===== src/rtl/dvfs_pstate_ctrl.sv =====
// dvfs_pstate_ctrl: P-state governor with hysteresis/dwell filtering and a
// voltage/frequency sequencer that talks to the regulator over v_req/v_ack.
// Raising the P-state moves the voltage first and then the frequency. Lowering
// it moves the frequency first and then the voltage, so f_sel never runs ahead
// of an acknowledged voltage.
module dvfs_pstate_ctrl #(
    parameter int LOAD_W      = 8,
    parameter int UP_THRESH   = 192,
    parameter int DOWN_THRESH = 64,
    parameter int DWELL       = 16,
    parameter int ACK_TIMEOUT = 1023
) (
    input  logic              clk,
    input  logic              rst,
    input  logic              load_valid,
    input  logic [LOAD_W-1:0] load,
    input  logic              force_en,
    input  logic [1:0]        force_pstate,
    input  logic              v_ack,
    output logic              v_req,
    output logic [1:0]        v_target,
    output logic [1:0]        f_sel,
    output logic [1:0]        pstate,
    output logic              busy,
    output logic              fault
);

    localparam int CNT_W = $clog2(DWELL + 1);
    localparam int TO_W  = $clog2(ACK_TIMEOUT + 1);
    localparam logic [LOAD_W-1:0] UP_LVL  = LOAD_W'(UP_THRESH);
    localparam logic [LOAD_W-1:0] DN_LVL  = LOAD_W'(DOWN_THRESH);
    localparam logic [CNT_W-1:0]  CNT_MAX = CNT_W'(DWELL);
    localparam logic [TO_W-1:0]   TO_LAST = TO_W'(ACK_TIMEOUT - 1);

    typedef enum logic [2:0] {
        IDLE = 3'd0,
        V_UP = 3'd1,
        F_UP = 3'd2,
        F_DN = 3'd3,
        V_DN = 3'd4
    } state_t;

    state_t           state, state_nx;
    logic [CNT_W-1:0] up_cnt, up_nx;
    logic [CNT_W-1:0] dn_cnt, dn_nx;
    logic [TO_W-1:0]  to_cnt, to_nx;
    logic [1:0]       target, target_nx;
    logic             v_req_nx;
    logic [1:0]       v_target_nx;
    logic [1:0]       f_sel_nx;
    logic [1:0]       pstate_nx;
    logic             fault_nx;
    logic             go;
    logic             is_high;
    logic             is_low;

    // Next-state logic: sample filtering and step decisions in IDLE, and the
    // voltage/frequency ordering plus ack timeout while a change is in flight.
    always_comb begin
        state_nx    = state;
        up_nx       = up_cnt;
        dn_nx       = dn_cnt;
        to_nx       = to_cnt;
        target_nx   = target;
        v_req_nx    = v_req;
        v_target_nx = v_target;
        f_sel_nx    = f_sel;
        pstate_nx   = pstate;
        fault_nx    = fault;
        go          = 1'b0;
        is_high     = (load >= UP_LVL);
        is_low      = (load <= DN_LVL);

        case (state)
            IDLE: begin
                to_nx = '0;
                if (force_en) begin
                    if (force_pstate != pstate) begin
                        go        = 1'b1;
                        target_nx = force_pstate;
                    end
                end else if (up_cnt == CNT_MAX && pstate != 2'd3) begin
                    go        = 1'b1;
                    target_nx = pstate + 2'd1;
                end else if (dn_cnt == CNT_MAX && pstate != 2'd0) begin
                    go        = 1'b1;
                    target_nx = pstate - 2'd1;
                end else if (load_valid) begin
                    if (is_high) begin
                        if (up_cnt != CNT_MAX) up_nx = up_cnt + 1'b1;
                        dn_nx = '0;
                    end else if (is_low) begin
                        if (dn_cnt != CNT_MAX) dn_nx = dn_cnt + 1'b1;
                        up_nx = '0;
                    end else begin
                        up_nx = '0;
                        dn_nx = '0;
                    end
                end
                if (go) begin
                    up_nx = '0;
                    dn_nx = '0;
                    if (target_nx > pstate) begin
                        state_nx    = V_UP;
                        v_req_nx    = 1'b1;
                        v_target_nx = target_nx;
                    end else begin
                        state_nx = F_DN;
                    end
                end
            end
            V_UP: begin
                if (v_ack) begin
                    v_req_nx = 1'b0;
                    state_nx = F_UP;
                end else if (to_cnt == TO_LAST) begin
                    v_req_nx = 1'b0;
                    fault_nx = 1'b1;
                    state_nx = IDLE;
                end else begin
                    to_nx = to_cnt + 1'b1;
                end
            end
            F_UP: begin
                f_sel_nx  = target;
                pstate_nx = target;
                state_nx  = IDLE;
            end
            F_DN: begin
                f_sel_nx    = target;
                v_req_nx    = 1'b1;
                v_target_nx = target;
                to_nx       = '0;
                state_nx    = V_DN;
            end
            V_DN: begin
                if (v_ack) begin
                    pstate_nx = target;
                    v_req_nx  = 1'b0;
                    state_nx  = IDLE;
                end else if (to_cnt == TO_LAST) begin
                    pstate_nx = target;
                    v_req_nx  = 1'b0;
                    fault_nx  = 1'b1;
                    state_nx  = IDLE;
                end else begin
                    to_nx = to_cnt + 1'b1;
                end
            end
            default: begin
                state_nx = IDLE;
            end
        endcase
    end

    // State and output registers; reset drops everything to zero immediately.
    always_ff @(posedge clk) begin
        if (rst) begin
            state    <= IDLE;
            up_cnt   <= '0;
            dn_cnt   <= '0;
            to_cnt   <= '0;
            target   <= '0;
            v_req    <= 1'b0;
            v_target <= '0;
            f_sel    <= '0;
            pstate   <= '0;
            busy     <= 1'b0;
            fault    <= 1'b0;
        end else begin
            state    <= state_nx;
            up_cnt   <= up_nx;
            dn_cnt   <= dn_nx;
            to_cnt   <= to_nx;
            target   <= target_nx;
            v_req    <= v_req_nx;
            v_target <= v_target_nx;
            f_sel    <= f_sel_nx;
            pstate   <= pstate_nx;
            busy     <= (state_nx != IDLE);
            fault    <= fault_nx;
        end
    end

endmodule


===== config.mk =====
export PLATFORM = sky130hd
export DESIGN_NAME = dvfs_pstate_ctrl
export DESIGN_NICKNAME = d
export VERILOG_FILES = /design/src/rtl/dvfs_pstate_ctrl.sv
export SDC_FILE = /design/constraint.sdc
export NUM_CORES = 1
export LEC_CHECK = 0
export ABC_AREA = 1
export ABC_CLOCK_PERIOD_IN_PS = 2400
export CORE_MARGIN = 3
export CORE_UTILIZATION = 51
export DETAILED_ROUTE_END_ITERATION = 6
export GPL_TIMING_DRIVEN = 0
export PLACE_DENSITY = 0.85
export SYNTH_ARGS = -nofsm -noshare
export SYNTH_HDL_FRONTEND = slang
export SYNTH_SLANG_ARGS = --single-unit

===== constraint.sdc =====
create_clock -name clk -period 2.4 [get_ports clk]
set_input_delay 0.24 -clock clk [delete_from_list [all_inputs] [get_ports clk]]
set_output_delay 0.24 -clock clk [all_outputs]
set_load 0.01 [all_outputs]

==> impl_metrics.env <==
export IMPL_critPathLaunchType="flip-flop"
export IMPL_clkTransAtPathRegs_ns=0.07
export IMPL_start_util=0.5492
export IMPL_finalHoldViolations=0
export IMPL_grt_pass1_vias=2031
export IMPL_port_buffer_count=23
export IMPL_netlist_area_leader_share=0.2991
export IMPL_period_minus_slack_ns=2.293
export IMPL_grt_max_degree=11
export IMPL_drc=0
export IMPL_relSlewSlack=0.5978
export IMPL_areaGrowthSynthToFinish_pct=23.31
export IMPL_min_period_over_period=0.9554
export IMPL_p_comb_frac=0.437
export IMPL_final_common_cell="nand2_1"
export IMPL_ant_nets=0
export IMPL_finalWorstSetupSlack_ns=0.1070
export IMPL_pre_cts_ws_ns=-0.1972
export IMPL_p_leak_nw=1.234
export IMPL_outcome="finished clean"
export IMPL_synth_fp_nets=358
export IMPL_critPathKind="flip-flop to flip-flop"
export IMPL_fin_nets=397
export IMPL_cts_sinks=34
export IMPL_antenna_found_initial=0
export IMPL_cp_arrival_ns=2.51
export IMPL_worst_slew_pin_slew_ns=0.6032
export IMPL_place_hpwl_mm=3.604
export IMPL_end_kind="flip-flop"
export IMPL_setup_viol=0
export IMPL_synth_avg_cell_area_um2=6.835
export IMPL_p_int_w=0.001252
export IMPL_ctsHoldBuffers=0
export IMPL_die_h_um=72.80
export IMPL_dieArea_um2=5300
export IMPL_max_clock_freq_ghz=0.4361
export IMPL_wire_per_inst_um=12.26
export IMPL_row_count=23
export IMPL_final_cell_mix="nand2_1, inv_1, nor2_1, dfxtp_1, clkdlybuf4s50_1"
export IMPL_ys_ff_latch=34
export IMPL_skew_ns=0.006535
export IMPL_powerDensity_nw_per_um2=737.6
export IMPL_seqPwrFrac=0.351
export IMPL_fin_util=0.6772
export IMPL_seq_area_frac_synth=0.2991
export IMPL_drt_vias_per_instance=5.139
export IMPL_grt_usage=0.2024
export IMPL_core_area_um2=4144
export IMPL_numCtsBuffers=5
export IMPL_root_buffer="clkbuf_8"
export IMPL_vdd_drop_max_v=0.0005007
export IMPL_grt_ovfl_total=0
export IMPL_drt_iter0_markers=151
export IMPL_clk_path_buf_depth=2
export IMPL_syn_inst=333
export IMPL_place_congestion=0.8915
export IMPL_p_sw_w=0.0008182
export IMPL_synth_top_area_cell="dfxtp_1"
export IMPL_pwr_share_clk=0.212
export IMPL_htreeDepth=2
export IMPL_ys_types=32
export IMPL_cts_tree="yes"
export IMPL_drt_pre_antenna_iters=4
export IMPL_syn_cell_area_um2=2276
export IMPL_yosys_top_cells_area="dfxtp_1, nand2_1, inv_1"
export IMPL_max_cap_violations=0
export IMPL_swShare=0.3952
export IMPL_io_pins=24
export IMPL_fp_dieW_um=72.80
export IMPL_diodes=0
export IMPL_grt_pass1_wl_mm=8.493
export IMPL_clk_latency_ns=0.29
export IMPL_drive_above_1_share=0.2145
export IMPL_synth_warnings=0
export IMPL_slew_violations=0
export IMPL_hold_path_class="flip-flop to flip-flop"
export IMPL_crit_required_ns=2.62
export IMPL_finalWirelength_mm=5.187
export IMPL_path_max_fanout=6
export IMPL_routed_via_count=2174
==> registers in the layout, summed over array words and instances (netlist names) <==
signal,cells
v_req,1
to_cnt,10
busy,1
up_cnt,5
fault,1
pstate,2
f_sel,2
dn_cnt,5
v_target,2
target,2
state,3
==> cells in the mapped netlist <==
cell type / instances
xnor2_1: 2
nand2_4: 3
buf_8: 1
o21ai_2: 2
o21ai_1: 7
nand3_2: 3
ha_1: 10
buf_2: 1
o21ai_0: 9
xor2_1: 9
xnor2_2: 1
nand4_2: 1
nand2_2: 7
nor2_8: 1
a21oi_1: 22
nor3_1: 3
dfxtp_1: 34
nor3_2: 1
nand2_1: 77
nand3_1: 17
nor2_1: 36
nor2_4: 2
nand3b_1: 2
a21oi_2: 6
nand3_4: 3
nand4_1: 8
or2_2: 1
clkbuf_1: 2
o211ai_1: 1
nor2_2: 5
inv_1: 50
inv_2: 6
==> stage by stage <==
step | setup TNS [ns] | area [µm²] | std cells | power, W | hold slack, ns
final | 0 | 2806 | 423 | 0.002070 | 0.4650
after global routing | -0.1190 | 2806 | 423 | 0.002214 | 0.4942
after CTS | 0 | 2708 | 419 | 0.001985 | 0.4716
after detailed placement | -0.7339 | 2569 | 406 | 0.001515 | 0.4594
after global placement | -0.5668 | 2569 | 406 | 0.001496 | 0.4525
after floorplan | 0 | 2276 | 333 | 0.001285 | 0.4267
==> timing repair <==
action | in CTS | in global routing
pin swaps | 4 | 4
setup endpoints to repair | 5 | 5
buffers inserted | 5 | 4
endpoints found under the hold margin | 0 | 0
gates resized for setup | 4 | 23
==> kinds of logic after synthesis <==
group | after synthesis | synth area share
simple gates | 170 | 0.3744
fa+ha+maj | 10 | 0.05498
buf+inv | 60 | 0.1044
compound gates | 47 | 0.1176
xor+xnor | 12 | 0.04948
flops | 34 | 0.2991
==> final timing paths <==
kind / from / cells past startpoint / end / slack [ns]
min: v_req$_SDFFE_PP0P_ / 2 / v_req$_SDFFE_PP0P_ / 0.47
max: dn_cnt[0]$_SDFFE_PP0P_ / 18 / v_target[1]$_SDFFE_PP0P_ / 0.11
min reg2reg: v_req$_SDFFE_PP0P_ / 2 / v_req$_SDFFE_PP0P_ / 0.47
max reg2reg: dn_cnt[0]$_SDFFE_PP0P_ / 18 / v_target[1]$_SDFFE_PP0P_ / 0.11
==> layout make-up <==
cell class              count  area, µm²
fillers                   341       1338
inverters                  56      212.7
flip-flops and latches     34      690.7
multi-input cells         239       1424
well taps                  50      62.56
repair buffers             32      297.8
plain buffers               4      27.53
clock buffers               7      86.33
clock inverters             1      5.005
==> critical path, cell delays in order, from the launching register on <==
cell,delay [ns]
dfxtp_2,0.35
inv_1,0.06
ha_1,0.19
nand2_1,0.06
inv_1,0.05
nand3_2,0.11
buf_4,0.12
nand3_2,0.10
nand2_4,0.11
inv_4,0.06
o21ai_4,0.15
ha_1,0.24
nand2_1,0.08
o21ai_2,0.07
o21ai_2,0.16
nand2_2,0.10
nand2_1,0.07
nand2_1,0.04
a21oi_1,0.11
==> per-layer routing <==
layer / routed length (µm) / up-vias / track usage
li1: - / 1135 / -
met2: 2477 / 58 / 0.3387
met5: 0 / - / 0
met1: 2265 / 968 / 0.2360
met4: 130 / 0 / 0.1066
met3: 313 / 13 / 0.05234
==> power groups by stage <==
stage                     combinational [W]  clock, W  sequential [W]
after floorplan                    0.000546         0        0.000740
after global placement             0.000759         0        0.000736
after detailed placement           0.000777         0        0.000739
after CTS                          0.000814  0.000451        0.000720
after global routing                0.00101  0.000469        0.000740
final                              0.000905  0.000438        0.000728
(Power assumes the default switching activity.)
